===== src/rtl/proc_run_ctrl_pkg.sv =====
// Shared types and helpers for the processor run controller.
// Holds the run-state encoding and the counter-width helper used to size counters.
package proc_run_pkg;

    typedef enum logic [1:0] {
        IDLE  = 2'd0,
        RESET = 2'd1,
        RUN   = 2'd2,
        DONE  = 2'd3
    } run_state_t;

    // Number of bits needed to hold every value from 0 to max_value (at least 1).
    function automatic int cnt_width(input int max_value);
        int w;
        w = 1;
        while ((32'sd1 <<< w) <= max_value) begin
            w = w + 1;
        end
        return w;
    endfunction

endpackage


===== src/rtl/proc_run_ctrl_if.sv =====
// Run-controller bus: start/PC inputs and reset/status outputs grouped together.
// The master modport is the controller; the slave modport is the environment
// (clock/reset source plus the cores). PROC_RUN_CTRL_BREAKPOINT_EN adds the
// breakpoint compare value and the breakpoint-hit flag.
interface proc_run_ctrl_if
    import proc_run_pkg::*;
#(
    parameter int NUM_CORES  = 1,
    parameter int PC_WIDTH   = 32,
    parameter int MAX_CYCLES = 300
);
    localparam int CNT_W = cnt_width(MAX_CYCLES);

    logic                          start;
    logic [NUM_CORES*PC_WIDTH-1:0] core_pc_i;
    logic [NUM_CORES-1:0]          core_reset_o;
    logic [NUM_CORES-1:0]          halted_o;
    logic [CNT_W-1:0]              cycle_count_o;
    logic                          busy_o;
    logic                          done_o;
    logic                          timeout_o;
`ifdef PROC_RUN_CTRL_BREAKPOINT_EN
    logic [PC_WIDTH-1:0]           bp_pc_i;
    logic                          bp_hit_o;

    modport master (
        input  start, core_pc_i, bp_pc_i,
        output core_reset_o, halted_o, cycle_count_o, busy_o, done_o, timeout_o, bp_hit_o
    );
    modport slave (
        output start, core_pc_i, bp_pc_i,
        input  core_reset_o, halted_o, cycle_count_o, busy_o, done_o, timeout_o, bp_hit_o
    );
`else
    modport master (
        input  start, core_pc_i,
        output core_reset_o, halted_o, cycle_count_o, busy_o, done_o, timeout_o
    );
    modport slave (
        output start, core_pc_i,
        input  core_reset_o, halted_o, cycle_count_o, busy_o, done_o, timeout_o
    );
`endif

endinterface


===== src/rtl/proc_run_ctrl_halt_detector.sv =====
// Per-core halt detector: flags a core once its PC has stayed unchanged for
// HALT_STABLE consecutive compared cycles. The first active cycle after a clear
// only captures the PC. The halted flag is sticky until the next clear.
module halt_detector
    import proc_run_pkg::*;
#(
    parameter int PC_WIDTH    = 32,
    parameter int HALT_STABLE = 3
) (
    input  logic                clk,
    input  logic                reset,
    input  logic                clear,
    input  logic                active,
    input  logic [PC_WIDTH-1:0] pc,
    output logic                halted
);
    localparam int            SW       = cnt_width(HALT_STABLE);
    localparam logic [SW-1:0] SAT      = SW'(HALT_STABLE);
    localparam logic [SW-1:0] STEP_ONE = SW'(1);

    logic [PC_WIDTH-1:0] prev_pc_r;
    logic [PC_WIDTH-1:0] prev_pc_nx_s;
    logic                valid_r;
    logic                valid_nx_s;
    logic [SW-1:0]       stable_r;
    logic [SW-1:0]       stable_nx_s;
    logic                halted_r;
    logic                halted_nx_s;

    // Next-state for the previous-PC capture, stable counter and sticky flag.
    always_comb begin
        prev_pc_nx_s = prev_pc_r;
        valid_nx_s   = valid_r;
        stable_nx_s  = stable_r;
        halted_nx_s  = halted_r;
        if (clear) begin
            prev_pc_nx_s = {PC_WIDTH{1'b0}};
            valid_nx_s   = 1'b0;
            stable_nx_s  = {SW{1'b0}};
            halted_nx_s  = 1'b0;
        end else if (active) begin
            prev_pc_nx_s = pc;
            valid_nx_s   = 1'b1;
            if (!valid_r) begin
                stable_nx_s = {SW{1'b0}};
            end else if (pc == prev_pc_r) begin
                stable_nx_s = (stable_r == SAT) ? SAT : (stable_r + STEP_ONE);
            end else begin
                stable_nx_s = {SW{1'b0}};
            end
            halted_nx_s = halted_r | (stable_nx_s == SAT);
        end else begin
            prev_pc_nx_s = prev_pc_r;
        end
    end

    // Detector state registers.
    always_ff @(posedge clk or negedge reset) begin
        if (!reset) begin
            prev_pc_r <= {PC_WIDTH{1'b0}};
            valid_r   <= 1'b0;
            stable_r  <= {SW{1'b0}};
            halted_r  <= 1'b0;
        end else begin
            prev_pc_r <= prev_pc_nx_s;
            valid_r   <= valid_nx_s;
            stable_r  <= stable_nx_s;
            halted_r  <= halted_nx_s;
        end
    end

    assign halted = halted_r;

endmodule


===== src/rtl/proc_run_ctrl.sv =====
// Processor run controller: holds the cores in reset for RESET_CYCLES after a
// start, runs them, and ends the run when every core has halted or the cycle
// budget is spent. Defining PROC_RUN_CTRL_BREAKPOINT_EN also ends the run
// when any core PC matches a breakpoint address.
module proc_run_ctrl
    import proc_run_pkg::*;
#(
    parameter int NUM_CORES    = 1,
    parameter int PC_WIDTH     = 32,
    parameter int RESET_CYCLES = 2,
    parameter int MAX_CYCLES   = 300,
    parameter int HALT_STABLE  = 3
) (
    input  logic           clk,
    input  logic           reset,
    proc_run_ctrl_if.master bus
);
    localparam int                CNT_W     = cnt_width(MAX_CYCLES);
    localparam int                HOLD_W    = cnt_width(RESET_CYCLES);
    localparam logic [CNT_W-1:0]  CNT_MAX   = CNT_W'(MAX_CYCLES);
    localparam logic [CNT_W-1:0]  CNT_ONE   = CNT_W'(1);
    localparam logic [HOLD_W-1:0] HOLD_INIT = HOLD_W'(RESET_CYCLES - 1);
    localparam logic [HOLD_W-1:0] HOLD_ONE  = HOLD_W'(1);

    run_state_t           state_r;
    run_state_t           state_nx_s;
    logic                 launch_s;
    logic                 run_exit_s;
    logic                 active_s;
    logic                 all_halted_s;
    logic                 budget_spent_s;
    logic                 bp_match_s;
    logic [NUM_CORES-1:0] halted_s;
    logic [HOLD_W-1:0]    hold_r;
    logic [CNT_W-1:0]     cycle_count_r;
    logic                 timeout_r;
    logic                 busy_r;
    logic                 done_r;
    logic [NUM_CORES-1:0] core_reset_r;

    assign all_halted_s   = &halted_s;
    assign budget_spent_s = (cycle_count_r == CNT_MAX);
    assign active_s       = (state_r == RUN) && !run_exit_s;

`ifdef PROC_RUN_CTRL_BREAKPOINT_EN
    logic bp_hit_r;

    // Any core sitting on the breakpoint address requests the end of the run.
    always_comb begin
        bp_match_s = 1'b0;
        for (int k = 0; k < NUM_CORES; k++) begin
            if (bus.core_pc_i[k*PC_WIDTH +: PC_WIDTH] == bus.bp_pc_i) begin
                bp_match_s = 1'b1;
            end else begin
                bp_match_s = bp_match_s;
            end
        end
    end

    // Breakpoint-hit flag: cleared on start, set when a breakpoint ends the run.
    always_ff @(posedge clk or negedge reset) begin
        if (!reset) begin
            bp_hit_r <= 1'b0;
        end else if (launch_s) begin
            bp_hit_r <= 1'b0;
        end else if (run_exit_s) begin
            bp_hit_r <= !all_halted_s && bp_match_s;
        end else begin
            bp_hit_r <= bp_hit_r;
        end
    end

    assign bus.bp_hit_o = bp_hit_r;
`else
    assign bp_match_s = 1'b0;
`endif

    // State register.
    always_ff @(posedge clk or negedge reset) begin
        if (!reset) begin
            state_r <= IDLE;
        end else begin
            state_r <= state_nx_s;
        end
    end

    // Next-state logic with the start-accept and run-exit strobes.
    always_comb begin
        state_nx_s = state_r;
        launch_s   = 1'b0;
        run_exit_s = 1'b0;
        case (state_r)
            IDLE, DONE: begin
                if (bus.start) begin
                    state_nx_s = RESET;
                    launch_s   = 1'b1;
                end else begin
                    state_nx_s = state_r;
                end
            end
            RESET: begin
                if (hold_r == {HOLD_W{1'b0}}) begin
                    state_nx_s = RUN;
                end else begin
                    state_nx_s = RESET;
                end
            end
            RUN: begin
                if (all_halted_s || bp_match_s || budget_spent_s) begin
                    state_nx_s = DONE;
                    run_exit_s = 1'b1;
                end else begin
                    state_nx_s = RUN;
                end
            end
            default: begin
                state_nx_s = IDLE;
            end
        endcase
    end

    // Reset hold counter, RUN cycle counter and timeout flag.
    always_ff @(posedge clk or negedge reset) begin
        if (!reset) begin
            hold_r        <= {HOLD_W{1'b0}};
            cycle_count_r <= {CNT_W{1'b0}};
            timeout_r     <= 1'b0;
        end else if (launch_s) begin
            hold_r        <= HOLD_INIT;
            cycle_count_r <= {CNT_W{1'b0}};
            timeout_r     <= 1'b0;
        end else begin
            if (state_r == RESET && hold_r != {HOLD_W{1'b0}}) begin
                hold_r <= hold_r - HOLD_ONE;
            end else begin
                hold_r <= hold_r;
            end
            // The exit cycle is not counted, so the count never passes MAX_CYCLES.
            if (active_s) begin
                cycle_count_r <= cycle_count_r + CNT_ONE;
            end else begin
                cycle_count_r <= cycle_count_r;
            end
            if (run_exit_s) begin
                timeout_r <= !all_halted_s && !bp_match_s;
            end else begin
                timeout_r <= timeout_r;
            end
        end
    end

    // Status and core-reset outputs, registered from the next state.
    always_ff @(posedge clk or negedge reset) begin
        if (!reset) begin
            core_reset_r <= {NUM_CORES{1'b1}};
            busy_r       <= 1'b0;
            done_r       <= 1'b0;
        end else begin
            core_reset_r <= (state_nx_s == RUN) ? {NUM_CORES{1'b0}} : {NUM_CORES{1'b1}};
            busy_r       <= (state_nx_s == RESET) || (state_nx_s == RUN);
            done_r       <= (state_nx_s == DONE);
        end
    end

    for (genvar k = 0; k < NUM_CORES; k++) begin : g_core
        halt_detector #(
            .PC_WIDTH    (PC_WIDTH),
            .HALT_STABLE (HALT_STABLE)
        ) u_halt_detector (
            .clk    (clk),
            .reset  (reset),
            .clear  (launch_s),
            .active (active_s),
            .pc     (bus.core_pc_i[k*PC_WIDTH +: PC_WIDTH]),
            .halted (halted_s[k])
        );
    end

    assign bus.core_reset_o  = core_reset_r;
    assign bus.halted_o      = halted_s;
    assign bus.cycle_count_o = cycle_count_r;
    assign bus.busy_o        = busy_r;
    assign bus.done_o        = done_r;
    assign bus.timeout_o     = timeout_r;

endmodule


===== src/flat_wrapper.sv =====
// flat-port wrapper written by rule: the top's interface ports become plain ports
module proc_run_ctrl_flat import proc_run_pkg::*;
#(
    parameter int NUM_CORES    = 1,
    parameter int PC_WIDTH     = 32,
    parameter int RESET_CYCLES = 2,
    parameter int MAX_CYCLES   = 300,
    parameter int HALT_STABLE  = 3
)
  (clk, reset, bus_start, bus_core_pc_i, bus_core_reset_o, bus_halted_o, bus_cycle_count_o, bus_busy_o, bus_done_o, bus_timeout_o);
  proc_run_ctrl_if #(.NUM_CORES(NUM_CORES), .PC_WIDTH(PC_WIDTH), .MAX_CYCLES(MAX_CYCLES)) bus_i ();
  input  logic clk;
  input  logic reset;
  input wire logic [$bits(bus_i.start)-1:0] bus_start;
  input wire logic [$bits(bus_i.core_pc_i)-1:0] bus_core_pc_i;
  output wire logic [$bits(bus_i.core_reset_o)-1:0] bus_core_reset_o;
  output wire logic [$bits(bus_i.halted_o)-1:0] bus_halted_o;
  output wire logic [$bits(bus_i.cycle_count_o)-1:0] bus_cycle_count_o;
  output wire logic [$bits(bus_i.busy_o)-1:0] bus_busy_o;
  output wire logic [$bits(bus_i.done_o)-1:0] bus_done_o;
  output wire logic [$bits(bus_i.timeout_o)-1:0] bus_timeout_o;
  assign bus_i.start = bus_start;
  assign bus_i.core_pc_i = bus_core_pc_i;
  assign bus_core_reset_o = bus_i.core_reset_o;
  assign bus_halted_o = bus_i.halted_o;
  assign bus_cycle_count_o = bus_i.cycle_count_o;
  assign bus_busy_o = bus_i.busy_o;
  assign bus_done_o = bus_i.done_o;
  assign bus_timeout_o = bus_i.timeout_o;
  proc_run_ctrl #(.NUM_CORES(NUM_CORES), .PC_WIDTH(PC_WIDTH), .RESET_CYCLES(RESET_CYCLES), .MAX_CYCLES(MAX_CYCLES), .HALT_STABLE(HALT_STABLE)) u_core (.clk(clk), .reset(reset), .bus(bus_i));
endmodule

===== config.mk =====
export PLATFORM = sky130hd
export DESIGN_NAME = proc_run_ctrl_flat
export DESIGN_NICKNAME = d
export VERILOG_FILES = /design/src/rtl/proc_run_ctrl_pkg.sv /design/src/rtl/proc_run_ctrl_if.sv /design/src/rtl/proc_run_ctrl_halt_detector.sv /design/src/rtl/proc_run_ctrl.sv /design/src/flat_wrapper.sv
export SDC_FILE = /design/constraint.sdc
export NUM_CORES = 1
export LEC_CHECK = 0
export CORE_ASPECT_RATIO = 0.6
export CORE_MARGIN = 2
export CORE_UTILIZATION = 45
export CTS_CLUSTER_DIAMETER = 40
export DETAILED_ROUTE_END_ITERATION = 10
export PLACE_DENSITY = 0.78
export SYNTH_ARGS = -nofsm -noshare
export SYNTH_HDL_FRONTEND = slang
export SYNTH_SLANG_ARGS = --single-unit

===== constraint.sdc =====
create_clock -name clk -period 3.8 [get_ports clk]
set_input_delay 0.76 -clock clk [delete_from_list [all_inputs] [get_ports clk]]
set_output_delay 0.76 -clock clk [all_outputs]
set_load 0.01 [all_outputs]

==> results of run 1 <==
logic make-up (layout without fill, tap and decap cells):
logic type / count (synthesis) / in the layout / synth area share
compound gates: 44 / 44 / 0.08993
flops: 53 / 53 / 0.4970
simple gates: 117 / 117 / 0.1925
xor+xnor: 41 / 41 / 0.1344
buf+inv: 25 / 72 / 0.05339
fa+ha+maj: 7 / 7 / 0.03279
synth_stat cells (3+ instances only):
| master | count | area, um^2 |
|---|---|---|
| clkbuf_1 | 6 | 22.52 |
| nand2_1 | 73 | 274.0 |
| nor2_1 | 13 | 48.80 |
| nand3_1 | 7 | 35.03 |
| dfrtp_1 | 52 | 1301 |
| nand4_1 | 11 | 68.82 |
| ha_1 | 7 | 87.58 |
| o21ai_0 | 3 | 15.01 |
| nor2b_1 | 3 | 18.77 |
| inv_1 | 12 | 45.04 |
| nor3_1 | 4 | 20.02 |
| a21oi_1 | 34 | 170.2 |
| xnor2_1 | 36 | 315.3 |
| buf_6 | 6 | 67.56 |
| xor2_1 | 5 | 43.79 |
placed cells by master (no fill, tap or decap), types with 3 or more instances in the layout:
| cell type | instances |
|---|---|
| nor3_1 | 4 |
| nand3_1 | 7 |
| xor2_1 | 5 |
| clkbuf_8 | 6 |
| buf_4 | 5 |
| o21ai_0 | 3 |
| nor2_1 | 13 |
| nand2_1 | 73 |
| dfrtp_1 | 52 |
| ha_1 | 7 |
| clkdlybuf4s50_1 | 47 |
| a21oi_1 | 34 |
| xnor2_1 | 36 |
| inv_1 | 12 |
| nor2b_1 | 3 |
| nand4_1 | 11 |
layer usage:
layer / vias to the layer above / wire length (um)
li1: 1032 / -
met1: 1019 / 2997
met2: 57 / 2432
met3: 2 / 376
met4: 0 / 17
met5: - / 0
sequential cells by signal, summed over array words and instances, names as in the netlist:
name                                     cells
u_core.g_core.u_halt_detector.halted         1
u_core.bus.cycle_count_o                     9
u_core.bus.busy_o                            1
u_core.bus.core_reset_o                      1
u_core.g_core.u_halt_detector.prev_pc_r     32
u_core.hold_r                                2
u_core.g_core.u_halt_detector.stable_r       2
u_core.bus.timeout_o                         1
u_core.state_r                               2
u_core.g_core.u_halt_detector.valid_r        1
u_core.bus.done_o                            1
worst max-delay path, delay by kind of cell, from the launching register on:
family / cells / cell delay (ps)
AOI/OAI and AO/OA: 2 / 670
and+or+nand+nor: 2 / 620
buffers and inverters: 2 / 530
DFF: 1 / 440
report_power, final:
part	internal, mW	switching (mW)	total [mW]	leakage, nW
Combinational	0.368	0.451	0.819	0.576
Sequential	0.765	0.136	0.901	0.716
Clock	0.145	0.172	0.317	0.0443
Total	1.28	0.758	2.04	1.34
path summary, 6_finish.rpt:
| kind | endpoint | slack (ps) | depth (start not counted) |
|---|---|---|---|
| worst min register to register | u_core.hold_r[0] | 530 | 2 |
| worst max register to register | u_core.g_core[0].u_halt_detector.prev_pc_r[19] | 1440 | 6 |
| worst max-delay path | u_core.g_core[0].u_halt_detector.prev_pc_r[19] | 1440 | 6 |
| max in group asynchronous | u_core.g_core[0].u_halt_detector.prev_pc_r[28] | 2510 | 2 |
| min in group clk | u_core.hold_r[0] | 530 | 2 |
| worst min-delay path | u_core.g_core[0].u_halt_detector.prev_pc_r[11] | 530 | 1 |
layout make-up:
class / count / area share
multi-input cells: 209 / 0.3670
inverters: 12 / 0.01376
flip-flops and latches: 53 / 0.4056
repair buffers: 53 / 0.1567
well taps: 80 / 0.03058
clock buffers: 7 / 0.02638
==> impl_metrics.py, run 1 <==
metrics = {
    "job": {
        "max_cap_violations": 0,
    },
    "synth": {
        "post_synth_instance_area_mm2": 0.002671,
        "async_flop_share": 1.000,
        "postSynth.topFlopCell": "dfrtp_1",
        "ys_seq_elements": 53,
        "synth.avg_cell_area_um2": 9.308,
        "yosysWarnings": 0,
        "share_of_synthesized_area_occupied_by_flip_flops_and_latches": 0.4970,
        "synth_fp_nets": 329,
        "synth.distinct_cells": 30,
        "number_of_enable_type_register_cells_in_the_synthesized_netlist": 0,
        "syn_inst": 287,
    },
    "setup_path": {
        "worst_setup_path_startpoint": "u_core.bus.cycle_count_o[4]",
        "critical_path_class": "reg2reg",
        "critPathMaxFanout": 14,
        "timing.critical_path.cells": "or4b_4 > o21ai_2 > buf_4 > buf_4 > nand2_1 > a21oi_1",
        "worst_endpoint_required_time_ps": 4020,
        "critical_path_end_type": "flip-flop",
        "kind_of_start_point_of_the_critical_path": "flip-flop",
        "crit_top_cell": "buf_4",
        "cell_with_the_largest_stage_delay_on_the_worst_path": "or4b_4",
        "cp_data_arrival_time_ps": 2570,
        "critical_r2r_launch": "u_core.bus.cycle_count_o[4]",
        "biggest_cell_delay_along_the_critical_path_ps": 550,
    },
    "pwr": {
        "post-layout-total-power_mw": 2.037,
        "static-leakage-power_nw": 1.336,
        "vdd_ir_drop_max_v": 0.0002900,
        "power_density_mw_per_mm2": 622.3,
    },
    "clock_network": {
        "clock_tree.htree_level_count": 2,
        "clock_insertion_delay_at_the_later_pin_of_the_skew_report_ps": 290,
        "cts_resized": 0,
        "cts.clk_slew.worst_paths_ps": 90,
        "clock_tree.root_cell": "clkbuf_8",
        "tritoncts": "built",
        "cts_setup_buffers": 0,
        "cts_inserted_buffers": 5,
        "cts_max_path_buffers": 2,
        "numClockSinks": 53,
        "cts_hold_buffers": 0,
    },
    "route": {
        "detail_route.vias_per_cell": 5.097,
        "routed_wl_um": 5824,
        "vias": 2110,
        "drt.antenna.violating_nets": 0,
        "routed_wire_length_per_instance_um": 14.07,
        "detail_route.first_pass.iterations": 4,
        "iteration_0_drc_count_of_the_detailed_router": 134,
        "drc": 0,
    },
    "global_route": {
        "grt_util_all_layers": 0.1881,
        "grt_first_pass_wirelength_um": 9632,
        "grt_pass1_vias": 2013,
        "gr-max-usage-layer": "met1",
        "grt_start_max_net_pins": 46,
        "grtUsageMet1": 0.2874,
        "grt_overflow": 0,
        "globalRouteMet2Util": 0.2685,
        "grt.met3_usage": 0.05438,
        "antenna_found_initial": 0,
    },
    "worst_hold_path": {
        "hold_path.class": "in2async",
    },
    "floorplan": {
        "effective_utilization_at_floorplan": 0.4729,
        "core-area_mm2": 0.005649,
        "chipHeight_um": 63.68,
        "rows": 21,
        "die_width_um": 103.5,
        "die_area_mm2": 0.006589,
        "ports": 49,
    },
    "timing": {
        "worst_slew_pin_slew_ps": 768.8,
        "grt_setup_unrepaired": "no",
        "finalCritPeriodShare": 0.6198,
        "fmaxAchievable_ghz": 0.4246,
        "setup-tns-final_ps": 0,
        "slew_headroom": 0.4875,
        "finalWorstPathRequiredPeriod_ps": 2355,
        "final.setup_skew_ps": 5.635,
        "worst_hold_slack_ps": 526.8,
        "setup_slack_ps": 1445,
        "final_max_slew_viol_count": 0,
        "setup_viol": 0,
        "hold_violations": 0,
    },
    "placement": {
        "post-place-ws_ps": 1346,
        "globalplace.congestion": 0.8130,
        "dp_hpwl_um": 4184,
        "postPlaceCellArea_mm2": 0.003187,
        "portBuffers": 48,
        "place_inst": 407,
    },
    "layout": {
        "ff_latch_area_mm2": 0.001328,
        "drive_above_1_share": 0.04491,
        "area.growth.synth_to_final_pct": 22.53,
        "finish.utilization": 0.5794,
        "post-route-cell-area_mm2": 0.003273,
        "filler_cell_count": 504,
        "diodes": 0,
        "nets": 376,
        "fin_cells": 414,
        "multi_input_area_mm2": 0.001201,
    },
    "outcome": {
        "outcome": "completed",
    },
}
Note: power is estimated with default switching activity, not from simulation.
==> inputs of run 2 (changes only) <==
--- a/config.mk
+++ b/config.mk
@@ -10,7 +10,7 @@
 export CORE_UTILIZATION = 45
 export CTS_CLUSTER_DIAMETER = 40
 export DETAILED_ROUTE_END_ITERATION = 10
-export PLACE_DENSITY = 0.78
+export PLACE_DENSITY = 0.81
 export SYNTH_ARGS = -nofsm -noshare
 export SYNTH_HDL_FRONTEND = slang
 export SYNTH_SLANG_ARGS = --single-unit
==> constraint.sdc (replaced) <==
create_clock -name clk -period 1.95 [get_ports clk]
set_input_delay 0.39 -clock clk [delete_from_list [all_inputs] [get_ports clk]]
set_output_delay 0.39 -clock clk [all_outputs]
set_load 0.01 [all_outputs]
==> impl_metrics.py, run 2 (synthesized netlist as in run 1, its figures left out) <==
metrics = {
    "floorplan": {
        "die_area_mm2": 0.006589,
        "rows": 21,
        "core-area_mm2": 0.005649,
        "die_width_um": 103.5,
        "chipHeight_um": 63.68,
        "effective_utilization_at_floorplan": 0.4729,
        "ports": 49,
    },
    "route": {
        "drt.antenna.violating_nets": 0,
        "routed_wl_um": 5738,
        "detail_route.first_pass.iterations": 4,
        "iteration_0_drc_count_of_the_detailed_router": 177,
        "routed_wire_length_per_instance_um": 13.57,
        "drc": 0,
        "vias": 2121,
        "detail_route.vias_per_cell": 5.014,
    },
    "layout": {
        "layout.cells.most_common": "nand2_1",
        "flip_flop_count_of_the_largest_register_all_copies_and_words_added": 32,
        "diodes": 0,
        "drive_above_1_share": 0.08163,
        "most_flops_register": "u_core.g_core.u_halt_detector.prev_pc_r",
        "layout.cells.most_common_list": "nand2_1 (73), dfrtp_1 (52), clkdlybuf4s50_1 (47)",
        "area.growth.synth_to_final_pct": 27.87,
        "nets": 384,
    },
    "placement": {
        "portBuffers": 48,
        "dp_hpwl_um": 4177,
        "globalplace.congestion": 0.7775,
        "post-place-ws_ps": -126.2,
    },
    "timing": {
        "finalCritPeriodShare": 0.9386,
        "final_max_slew_viol_count": 0,
        "final.setup_skew_ps": 9.882,
        "fmaxAchievable_ghz": 0.5464,
        "slew_headroom": 0.6685,
        "setup_slack_ps": 119.7,
        "hold_violations": 0,
        "worst_slew_pin_slew_ps": 497.2,
        "worst_hold_slack_ps": 30.49,
        "finalWorstPathRequiredPeriod_ps": 1830,
        "setup_viol": 0,
    },
    "outcome": {
        "outcome": "completed",
    },
    "global_route": {
        "antenna_found_initial": 0,
        "grt_overflow": 0,
        "grt_start_max_net_pins": 46,
        "grt_util_all_layers": 0.1922,
        "grt_pass1_vias": 2021,
        "grt_first_pass_wirelength_um": 9632,
    },
    "setup_path": {
        "cp_data_arrival_time_ps": 2040,
        "worst_endpoint_required_time_ps": 2160,
        "critical_path_end_type": "flip-flop",
        "critical_path_class": "reg2reg",
        "critPathMaxFanout": 3,
        "kind_of_start_point_of_the_critical_path": "flip-flop",
    },
    "clock_network": {
        "cts_resized": 0,
        "clock_insertion_delay_at_the_later_pin_of_the_skew_report_ps": 310,
        "cts_inserted_buffers": 5,
        "clock_tree.htree_level_count": 2,
        "cts_hold_buffers": 0,
        "cts_setup_buffers": 0,
        "clock_tree.root_cell": "clkbuf_8",
        "tritoncts": "built",
        "cts.clk_slew.worst_paths_ps": 100,
        "numClockSinks": 53,
        "cts_max_path_buffers": 2,
    },
    "pwr": {
        "static-leakage-power_nw": 1.401,
        "post-layout-total-power_mw": 4.146,
        "power_density_mw_per_mm2": 1214,
        "vdd_ir_drop_max_v": 0.0004881,
    },
    "worst_hold_path": {
        "hold_path.class": "in2async",
    },
    "job": {
        "max_cap_violations": 0,
    },
}
-- run 2: changes by cell type in the layout (fill, tap and decap cells not counted), sizes merged --
cell      delta
buf          +8
bufinv       +1
clkbuf       -2
clkinv       +1
clkinvlp     +1
-- run 2: critical path: stages (launching register included) --
cell     delay (ps)
dfrtp_1         390
or4b_4          570
o21ai_0         180
nand2_1          90
a22o_1          200
ha_1            270
inv_1            30
-- run 2: cell type report --
type,instances,area (um^2)
clock buffer,5,68.82
clock inverter,3,46.29
fill,493,2233
inverter,12,45.04
multi-input combinational,209,1217
sequential,53,1328
tap,80,100.1
timing repair buffer,61,610.6
-- run 2: path summary, 6_finish.rpt --
check | slack (ps) | to | cells after the start | start
min in group clk | 520 | u_core.g_core[0].u_halt_detector.valid_r | 2 | u_core.g_core[0].u_halt_detector.valid_r
hold reg to reg | 520 | u_core.g_core[0].u_halt_detector.valid_r | 2 | u_core.g_core[0].u_halt_detector.valid_r
hold / removal | 30 | u_core.g_core[0].u_halt_detector.prev_pc_r[13] | 1 | reset
setup / recovery | 120 | u_core.bus.busy_o | 6 | u_core.bus.cycle_count_o[7]
setup reg to reg | 120 | u_core.bus.busy_o | 6 | u_core.bus.cycle_count_o[7]
max in group asynchronous | 1370 | u_core.bus.cycle_count_o[0] | 2 | reset
-- run 2: through the flow --
stage / setup TNS, ps / instance area (um^2) / cells / util
global placement: -78.33 / 3284 / 415 / 0.5814
global route: -0.04019 / 3416 / 423 / 0.6047
detailed placement: -252.2 / 3284 / 415 / 0.5814
floorplan: 0 / 2671 / 287 / -
finish: 0 / 3416 / 423 / 0.6047
CTS: 0 / 3400 / 423 / 0.6018
-- run 2: metal layers --
metal / up-vias / share of wire / global-route usage
met5: - / 0 / 0
met4: 0 / 0.0068 / 0.04934
met3: 5 / 0.058 / 0.04107
met2: 69 / 0.44 / 0.2790
met1: 996 / 0.49 / 0.2902
li1: 1051 / - / -
-- run 2: power breakdown --
group,switching (mW),internal [mW]
clock,0.370,0.384
sequential,0.248,1.49
combinational,0.865,0.788
==> inputs of run 3 (changes only) <==
--- a/config.mk
+++ b/config.mk
@@ -5,12 +5,14 @@
 export SDC_FILE = /design/constraint.sdc
 export NUM_CORES = 1
 export LEC_CHECK = 0
+export CAP_MARGIN = 40
 export CORE_ASPECT_RATIO = 0.6
 export CORE_MARGIN = 2
 export CORE_UTILIZATION = 45
 export CTS_CLUSTER_DIAMETER = 40
 export DETAILED_ROUTE_END_ITERATION = 10
-export PLACE_DENSITY = 0.81
+export MAX_ROUTING_LAYER = met4
+export PLACE_DENSITY = 0.8
 export SYNTH_ARGS = -nofsm -noshare
 export SYNTH_HDL_FRONTEND = slang
 export SYNTH_SLANG_ARGS = --single-unit
==> impl_metrics.py, run 3 (synthesized netlist as in run 1, its figures left out) <==
metrics = {
    "outcome": {
        "outcome": "completed",
    },
    "timing": {
        "finalWorstPathRequiredPeriod_ps": 1878,
        "fmaxAchievable_ghz": 0.5325,
        "setup_viol": 0,
        "hold_violations": 0,
        "finalCritPeriodShare": 0.9631,
        "slew_headroom": 0.7633,
        "final_max_slew_viol_count": 0,
        "worst_slew_pin_slew_ps": 351.4,
        "setup-tns-final_ps": 0,
        "final.setup_skew_ps": 8.822,
    },
    "floorplan": {
        "chipHeight_um": 63.68,
        "rows": 21,
        "effective_utilization_at_floorplan": 0.4729,
        "ports": 49,
        "die_width_um": 103.5,
        "die_area_mm2": 0.006589,
        "core-area_mm2": 0.005649,
    },
    "setup_path": {
        "critical_path_end_type": "flip-flop",
        "critPathMaxFanout": 7,
        "critical_r2r_launch": "u_core.state_r[0]",
        "cell_with_the_largest_stage_delay_on_the_worst_path": "dfrtp_1",
        "timing.critical_path.buf_inv": 1,
        "rr_worst_depth": 7,
        "worst_endpoint_required_time_ps": 2170,
        "biggest_cell_delay_along_the_critical_path_ps": 410,
        "kind_of_start_point_of_the_critical_path": "flip-flop",
        "worst_setup_path_startpoint": "u_core.state_r[0]",
        "cp_data_arrival_time_ps": 2100,
        "cp_num_cells": 7,
        "timing.critical_path.cells": "inv_1 > ha_1 > nor2b_1 > o21ai_4 > nor3_2 > nand3_1 > o21ai_0",
        "critical_path_class": "reg2reg",
        "worst_path_dominant_cell_family": "simple AND/OR/NAND/NOR gates",
    },
    "placement": {
        "globalplace.congestion": 0.8084,
        "portBuffers": 48,
        "place_inst": 415,
        "dp_hpwl_um": 4194,
    },
    "layout": {
        "most_flops_register": "u_core.g_core.u_halt_detector.prev_pc_r",
        "layout.cells.most_common": "nand2_1",
        "diodes": 0,
        "finish.utilization": 0.6022,
        "nets": 384,
        "drive_above_1_share": 0.07602,
        "area.growth.synth_to_final_pct": 27.35,
        "fin_cells": 422,
        "layout.cells.most_common_list": "nand2_1 (73), dfrtp_1 (52), clkdlybuf4s50_1 (47)",
        "flip_flop_count_of_the_largest_register_all_copies_and_words_added": 32,
    },
    "worst_hold_path": {
        "hold_path.class": "in2async",
    },
    "clock_network": {
        "numClockSinks": 53,
        "cts.clk_slew.worst_paths_ps": 90,
        "clock_tree.root_cell": "clkbuf_8",
        "clock_tree.htree_level_count": 2,
        "clock_insertion_delay_at_the_later_pin_of_the_skew_report_ps": 300,
        "cts_inserted_buffers": 5,
        "tritoncts": "built",
        "cts_max_path_buffers": 2,
    },
    "pwr": {
        "vdd_ir_drop_max_v": 0.0005471,
        "power_density_mw_per_mm2": 1212,
        "static-leakage-power_nw": 1.401,
        "power.switching_mw": 1.470,
        "post-layout-total-power_mw": 4.123,
        "seq_power_share": 0.421,
        "power_report.internal_total_mw": 2.654,
        "pwr-share-clk": 0.175,
        "combinational_group_share_of_total_power": 0.404,
        "swShare": 0.3564,
    },
    "job": {
        "max_cap_violations": 0,
    },
    "route": {
        "routed_wl_um": 5809,
        "detail_route.vias_per_cell": 5.031,
        "drc": 0,
        "routed_wire_length_per_instance_um": 13.77,
        "iteration_0_drc_count_of_the_detailed_router": 102,
        "detail_route.first_pass.iterations": 4,
        "vias": 2123,
        "drt.antenna.violating_nets": 0,
    },
    "global_route": {
        "grt_overflow": 0,
        "grt_util_all_layers": 0.1936,
        "grt_pass1_vias": 2019,
        "antenna_found_initial": 0,
        "grt_start_max_net_pins": 54,
        "grt_first_pass_wirelength_um": 9432,
    },
}
run 3: cell count changes in the layout (fill, tap and decap cells not counted), sizes merged:
cell and delta:
clkinvlp -1
run 3: worst paths after layout:
| path | endpoint | slack [ps] |
|---|---|---|
| max reg2reg | u_core.g_core[0].u_halt_detector.stable_r[0] | 70 |
| min | u_core.g_core[0].u_halt_detector.prev_pc_r[19] | 60 |
| max | u_core.g_core[0].u_halt_detector.stable_r[0] | 70 |
| max in group asynchronous | u_core.bus.core_reset_o | 1610 |
| min reg2reg | u_core.g_core[0].u_halt_detector.valid_r | 520 |
| min in group clk | u_core.g_core[0].u_halt_detector.valid_r | 520 |
run 3: cell type report:
cell class / instances / area (um^2)
timing repair buffer: 61 / 610.6
inverter: 12 / 45.04
fill: 526 / 2247
sequential: 53 / 1328
tap: 80 / 100.1
multi-input combinational: 209 / 1215
clock buffer: 5 / 68.82
clock inverter: 2 / 35.03
run 3: stage by stage:
stage	cell area (um^2)	worst slack, ps	hold slack [ps]
CTS	3388	70.50	81.38
global placement	3284	-44.87	405.8
detailed placement	3284	-110.5	408.2
finish	3402	71.92	60.73
floorplan	2671	135.0	94.41
global route	3402	-16.52	73.37
run 3: per-layer routing:
metal,vias up,share of wire,global-route usage
met3,4,0.065,0.04440
met2,64,0.43,0.2661
li1,1044,-,-
met5,-,0,-
met1,1011,0.50,0.2876
met4,0,0.0069,0.04934
run 3: power by group through the flow:
stage / clock network [mW] / registers [mW] / logic [mW]
floorplan: 0 / 1.74 / 1.18
detailed placement: 0 / 1.76 / 1.67
CTS: 0.734 / 1.74 / 1.67
global route: 0.793 / 1.78 / 1.89
global placement: 0 / 1.74 / 1.60
finish: 0.722 / 1.74 / 1.67
run 3: what timing repair did:
item,4_1_cts,5_1_grt
endpoints found under the hold margin,0,0
buffers inserted,0,0
hold buffers,0,0
gates resized for setup,0,3
endpoints found under the setup margin,0,4
